## src/rtl/arm_mem_pkg.sv

```systemverilog
// Shared types and default parameters for the memory access stage.
package arm_mem_pkg;

    // Access FSM: IDLE issues a request when an access is present,
    // WAIT holds it until mem_ack or the timeout.
    typedef enum logic {
        IDLE = 1'b0,
        WAIT = 1'b1
    } state_t;

    localparam int ADDR_BASE_DEF = 1024;
    localparam int TIMEOUT_DEF   = 15;
    localparam int MEM_AW_DEF    = 16;

endpackage

```

## src/rtl/mem_stage_reg.sv

```systemverilog
// MEM/WB pipeline register. A bubble clears the writeback and load flags
// and holds the data fields; otherwise every field loads its input.
module mem_stage_reg
    import arm_mem_pkg::*;
(
    input  logic        clk,
    input  logic        rst,
    input  logic        bubble,
    input  logic        wb_en_in,
    input  logic        mem_r_en_in,
    input  logic [31:0] alu_result_in,
    input  logic [31:0] mem_result_in,
    input  logic [3:0]  dest_in,
    output logic        wb_en,
    output logic        mem_r_en,
    output logic [31:0] alu_result,
    output logic [31:0] mem_result,
    output logic [3:0]  dest
);

    logic        wb_en_q,      wb_en_d;
    logic        mem_r_en_q,   mem_r_en_d;
    logic [31:0] alu_result_q, alu_result_d;
    logic [31:0] mem_result_q, mem_result_d;
    logic [3:0]  dest_q,       dest_d;

    // Select between a fresh load and a bubble that keeps the data fields.
    always_comb begin
        wb_en_d      = wb_en_in;
        mem_r_en_d   = mem_r_en_in;
        alu_result_d = alu_result_in;
        mem_result_d = mem_result_in;
        dest_d       = dest_in;
        if (bubble) begin
            wb_en_d      = 1'b0;
            mem_r_en_d   = 1'b0;
            alu_result_d = alu_result_q;
            mem_result_d = mem_result_q;
            dest_d       = dest_q;
        end
    end

    // Register bank, cleared asynchronously by the active-low reset.
    always_ff @(posedge clk or negedge rst) begin
        if (!rst) begin
            wb_en_q      <= 1'b0;
            mem_r_en_q   <= 1'b0;
            alu_result_q <= '0;
            mem_result_q <= '0;
            dest_q       <= '0;
        end else begin
            wb_en_q      <= wb_en_d;
            mem_r_en_q   <= mem_r_en_d;
            alu_result_q <= alu_result_d;
            mem_result_q <= mem_result_d;
            dest_q       <= dest_d;
        end
    end

    assign wb_en      = wb_en_q;
    assign mem_r_en   = mem_r_en_q;
    assign alu_result = alu_result_q;
    assign mem_result = mem_result_q;
    assign dest       = dest_q;

endmodule

```

## src/rtl/mem_access_unit.sv

```systemverilog
// Memory access stage: issues one load/store per instruction to an
// acknowledged memory port, stalls upstream while waiting, and gives up
// after TIMEOUT unacknowledged wait cycles.
module mem_access_unit
    import arm_mem_pkg::*;
#(
    parameter int ADDR_BASE = ADDR_BASE_DEF,
    parameter int MEM_AW    = MEM_AW_DEF,
    parameter int TIMEOUT   = TIMEOUT_DEF
) (
    input  logic              clk,
    input  logic              rst,
    input  logic              WB_EN_IN,
    input  logic              MEM_R_EN_IN,
    input  logic              MEM_W_EN_IN,
    input  logic [31:0]       ALU_result_IN,
    input  logic [31:0]       Val_Rm_IN,
    input  logic [3:0]        Dest_IN,
    output logic              freeze,
    output logic              mem_req,
    output logic              mem_we,
    output logic [MEM_AW-1:0] mem_addr,
    output logic [31:0]       mem_wdata,
    input  logic [31:0]       mem_rdata,
    input  logic              mem_ack,
    output logic              WB_EN,
    output logic              MEM_R_EN,
    output logic [31:0]       ALU_result,
    output logic [31:0]       MEM_result,
    output logic [3:0]        Dest,
    output logic              mem_err
);

    localparam int            CW  = (TIMEOUT < 1) ? 1 : $clog2(TIMEOUT + 1);
    localparam logic [CW-1:0] TMO = CW'(TIMEOUT);

    state_t        state_q, state_d;
    logic [CW-1:0] cnt_q,   cnt_d;
    logic          err_q,   err_d;

    logic        access;
    logic        is_write;
    logic        req;
    logic        frz;
    logic        bubble;
    logic        wb_en_s;
    logic        mem_r_en_s;
    logic [31:0] mem_result_s;

    // A store wins when both request flags are set.
    assign access   = MEM_R_EN_IN | MEM_W_EN_IN;
    assign is_write = MEM_W_EN_IN;

    // Next state, wait counter, sticky error and per-cycle handshake.
    always_comb begin
        state_d      = state_q;
        cnt_d        = cnt_q;
        err_d        = err_q;
        req          = 1'b0;
        frz          = 1'b0;
        bubble       = 1'b0;
        wb_en_s      = WB_EN_IN;
        mem_r_en_s   = MEM_R_EN_IN & ~MEM_W_EN_IN;
        mem_result_s = '0;
        case (state_q)
            IDLE: begin
                // mem_ack is deliberately not looked at here.
                if (access) begin
                    req     = 1'b1;
                    frz     = 1'b1;
                    bubble  = 1'b1;
                    cnt_d   = '0;
                    state_d = WAIT;
                end
            end
            WAIT: begin
                if (mem_ack) begin
                    req     = 1'b1;
                    state_d = IDLE;
                    if (!is_write) begin
                        mem_result_s = mem_rdata;
                    end
                end else if (cnt_q == TMO) begin
                    // Give up: retire the instruction with no writeback.
                    err_d   = 1'b1;
                    wb_en_s = 1'b0;
                    state_d = IDLE;
                end else begin
                    req    = 1'b1;
                    frz    = 1'b1;
                    bubble = 1'b1;
                    cnt_d  = cnt_q + 1'b1;
                end
            end
            default: state_d = IDLE;
        endcase
    end

    // FSM, counter and error flag registers.
    always_ff @(posedge clk or negedge rst) begin
        if (!rst) begin
            state_q <= IDLE;
            cnt_q   <= '0;
            err_q   <= 1'b0;
        end else begin
            state_q <= state_d;
            cnt_q   <= cnt_d;
            err_q   <= err_d;
        end
    end

    // Handshake outputs are masked by reset so they drop in the same cycle.
    assign mem_req   = rst & req;
    assign freeze    = rst & frz;
    assign mem_we    = rst & is_write;
    assign mem_addr  = MEM_AW'((ALU_result_IN - 32'(ADDR_BASE)) >> 2);
    assign mem_wdata = Val_Rm_IN;
    assign mem_err   = err_q;

    mem_stage_reg u_stage (
        .clk           (clk),
        .rst           (rst),
        .bubble        (bubble),
        .wb_en_in      (wb_en_s),
        .mem_r_en_in   (mem_r_en_s),
        .alu_result_in (ALU_result_IN),
        .mem_result_in (mem_result_s),
        .dest_in       (Dest_IN),
        .wb_en         (WB_EN),
        .mem_r_en      (MEM_R_EN),
        .alu_result    (ALU_result),
        .mem_result    (MEM_result),
        .dest          (Dest)
    );

endmodule

```

## config.mk

```make
export PLATFORM = sky130hd
export DESIGN_NAME = mem_access_unit
export DESIGN_NICKNAME = d
export VERILOG_FILES = /design/src/rtl/arm_mem_pkg.sv /design/src/rtl/mem_stage_reg.sv /design/src/rtl/mem_access_unit.sv
export SDC_FILE = /design/constraint.sdc
export NUM_CORES = 1
export LEC_CHECK = 0
export BUFFER_PORTS_ARGS = -buffer_cell sky130_fd_sc_hd__buf_2
export CAP_MARGIN = 30
export CORE_ASPECT_RATIO = 1.75
export CORE_MARGIN = 2
export CORE_UTILIZATION = 44
export CTS_CLUSTER_DIAMETER = 200
export DETAILED_ROUTE_END_ITERATION = 10
export HOLD_SLACK_MARGIN = 0.06
export PLACE_DENSITY = 0.8
export SETUP_SLACK_MARGIN = 0.02
export SYNTH_ARGS = -nofsm -noshare
export SYNTH_HDL_FRONTEND = slang
export SYNTH_HIERARCHICAL = 1
export SYNTH_SLANG_ARGS = --single-unit
```

## constraint.sdc

```tcl
create_clock -name clk -period 5.03 [get_ports clk]
set_input_delay 1.006 -clock clk [delete_from_list [all_inputs] [get_ports clk]]
set_output_delay 1.006 -clock clk [all_outputs]
set_load 0.03 [all_outputs]
```

==> impl_metrics.toml <==
[outcome]
status = "finished, final reports clean"

[sta]
hold_viol = 0
clock.fmax_mhz = 319
relSlewSlack = 0.525
finalMaxSlewViolations = 0
tightest_slew_ns = 0.712
setup_viol = 0
grt_setup_unrepaired = "no"
timing.final.crit_period_ns = 3.13
fin_crit_sh = 0.622
clock-skew-final_ns = 0.00832
finalSetupTns_ns = 0

[final_layout]
instances_no_fill = 527
fillCellCount = 747
syn_to_final_growth_pct = 21.7
nets = 513
ff_latch_area_um2 = 1900
diodes = 0
design_area_um2 = 4790
multi_input_area_um2 = 1560
drive_gt1_frac = 0.624

[synthesis]
async_flop_share = 1.00
yosys_register_bits = 76
synth_top_flop_cell = "dfrtp_1"
synth_top_area_cell = "dfrtp_1"
avgSynthCellArea_um2 = 14.1
synth_edf_count = 0
yosysSeqAreaShare = 0.483
ys_warn_count = 6
synthTopCellsByCount = "dfrtp_1, mux2_4, buf_4"
synthCells = 279
ys_top_cells_by_area = "dfrtp_1, mux2_4, buf_4"
netlist_area_um2 = 3930
synth_nets = 387
synth_top_area_share = 0.483
synth_most_common_cell = "dfrtp_1"
yosysUniqueCellTypes = 35

[critical_path]
setup.worst_path.end_class = "output pin"
critPathSlowestCell = "or3_4"
critPathMaxStageDelay_ns = 0.40
path_class = "input pin to output pin"
path_buf_inv = 2
cp-start-kind = "input pin"
cp_cell_sequence = "buf_2 > or3_4 > nor3_2 > xor2_1 > buf_2"
worstPathArrival_ns = 2.13
critical-path-top-delay-family = "simple AND/OR/NAND/NOR gates"
cp_common_cell = "buf_2"
path_max_fanout = 4
crit_required_ns = 4.02

[die]
die_width_um = 75.5
io_pins = 228
coreArea_um2 = 8670
die_h_um = 129
rows = 45
dieArea_um2 = 9740
start_util = 0.454

[route]
routed-via-count = 2493
ant_nets = 0
viasPerCell = 4.73
drt_iter0_drc = 85
drtPass1Iterations = 4
wl_per_cell_um = 15.4
finalWirelength_um = 8120
drc = 0

[global_routing]
track_usage = 0.167
grt_pass1_vias = 2508
grt_max_degree = 44
grt_overflow_total = 0
grt_pass1_wl_um = 11900
antenna_found_initial = 0

[clocking]
numCtsBuffers = 9
clock_latency_ns = 0.33
cts_setup_buffers = 0
cts_resized = 0
htreeDepth = 3
clk_pin_slew_ns = 0.06
hold_buffers = 0
cts_tree = "built"
cts-root-buf = "clkbuf_16"
cts.path.max_buffers = 2
clkSinkCount = 76

[pwr]
ir_drop_mv = 0.204
cellPowerDensity_nw_per_um2 = 494
leakagePower_nw = 2.63

[placed_design]
gp_congestion = 0.810
placed_area_um2 = 4470
dp.cells = 511
dpl.hpwl_um = 6090
portBuffers = 163

[flow_run]
cap_violations = 0

[hold_path]
hold_path_class = "flip-flop to flip-flop"
## worst paths after layout
kind,from,end,slack [ns],depth (start not counted)
worst min-delay path,mem_err$_DFFE_PN0P_,mem_err$_DFFE_PN0P_,0.48,1
min in group asynchronous,rst,u_stage/alu_result[25]$_DFFE_PN0N_,0.62,1
max in group asynchronous,rst,u_stage/mem_result[3]$_DFFE_PN0N_,3.50,2
worst max register to register,cnt_q[0]$_DFFE_PN0P_,u_stage/mem_result[26]$_DFFE_PN0N_,2.62,6
worst min register to register,mem_err$_DFFE_PN0P_,mem_err$_DFFE_PN0P_,0.48,1
worst max-delay path,ALU_result_IN[12],mem_addr[15],1.90,5
## through the flow
step / power [mW] / worst slack, ns / util / hold slack (ns)
after floorplan: 1.56 / 1.90 / - / 0.485
after global placement: 1.68 / 1.93 / 0.515 / 0.448
after detailed placement: 1.70 / 1.88 / 0.515 / 0.458
after CTS: 2.39 / 1.88 / 0.552 / 0.474
after global routing: 2.49 / 1.84 / 0.552 / 0.496
final: 2.37 / 1.90 / 0.552 / 0.479
## registers in the layout, indices dropped and copies added (netlist names)
| register | count |
|---|---|
| u_stage/dest | 4 |
| state_q | 1 |
| u_stage/mem_result | 32 |
| cnt_q | 4 |
| u_stage/wb_en | 1 |
| u_stage/mem_r_en | 1 |
| mem_err | 1 |
| u_stage/alu_result | 32 |
## cell type report
type,count,share of cell area
tap,117,0.0306
clock buffer,12,0.0515
inverter,3,0.00235
clock inverter,4,0.0152
multi-input combinational,148,0.326
timing repair buffer,167,0.177
sequential,76,0.397
## layout by cell type, fill, tap and decap left out, types with 3 or more instances in the layout
cell type / count
buf_2: 162
dfrtp_1: 76
mux2_4: 68
and2_1: 34
clkbuf_16: 9
nor2_1: 5
nand2_1: 5
buf_4: 5
xor2_1: 4
inv_1: 3
nor2b_1: 3
## where the power goes
group / internal, mW / total, mW / leakage [nW] / switching, mW
registers: 0.747 / 0.828 / 0.964 / 0.0817
logic: 0.356 / 0.857 / 1.51 / 0.501
clock network: 0.447 / 0.680 / 0.153 / 0.233
total: 1.55 / 2.37 / 2.63 / 0.816
## cell families after synthesis
group / count (synthesis) / share of synthesized area
compound gates: 11 / 0.0219
simple gates: 62 / 0.0954
buf+inv: 55 / 0.122
fa+ha+maj: 2 / 0.00636
xor+xnor: 5 / 0.0111
flops: 76 / 0.483
mux: 68 / 0.260
## routing by layer
metal	up-vias	routed length [um]	GRT usage
met5	-	0	0
met4	0	478	0.135
met3	46	499	0.0319
met2	106	4370	0.287
met1	1183	2770	0.168
li1	1158	-	-
Note: power is estimated with default switching activity, not from simulation.
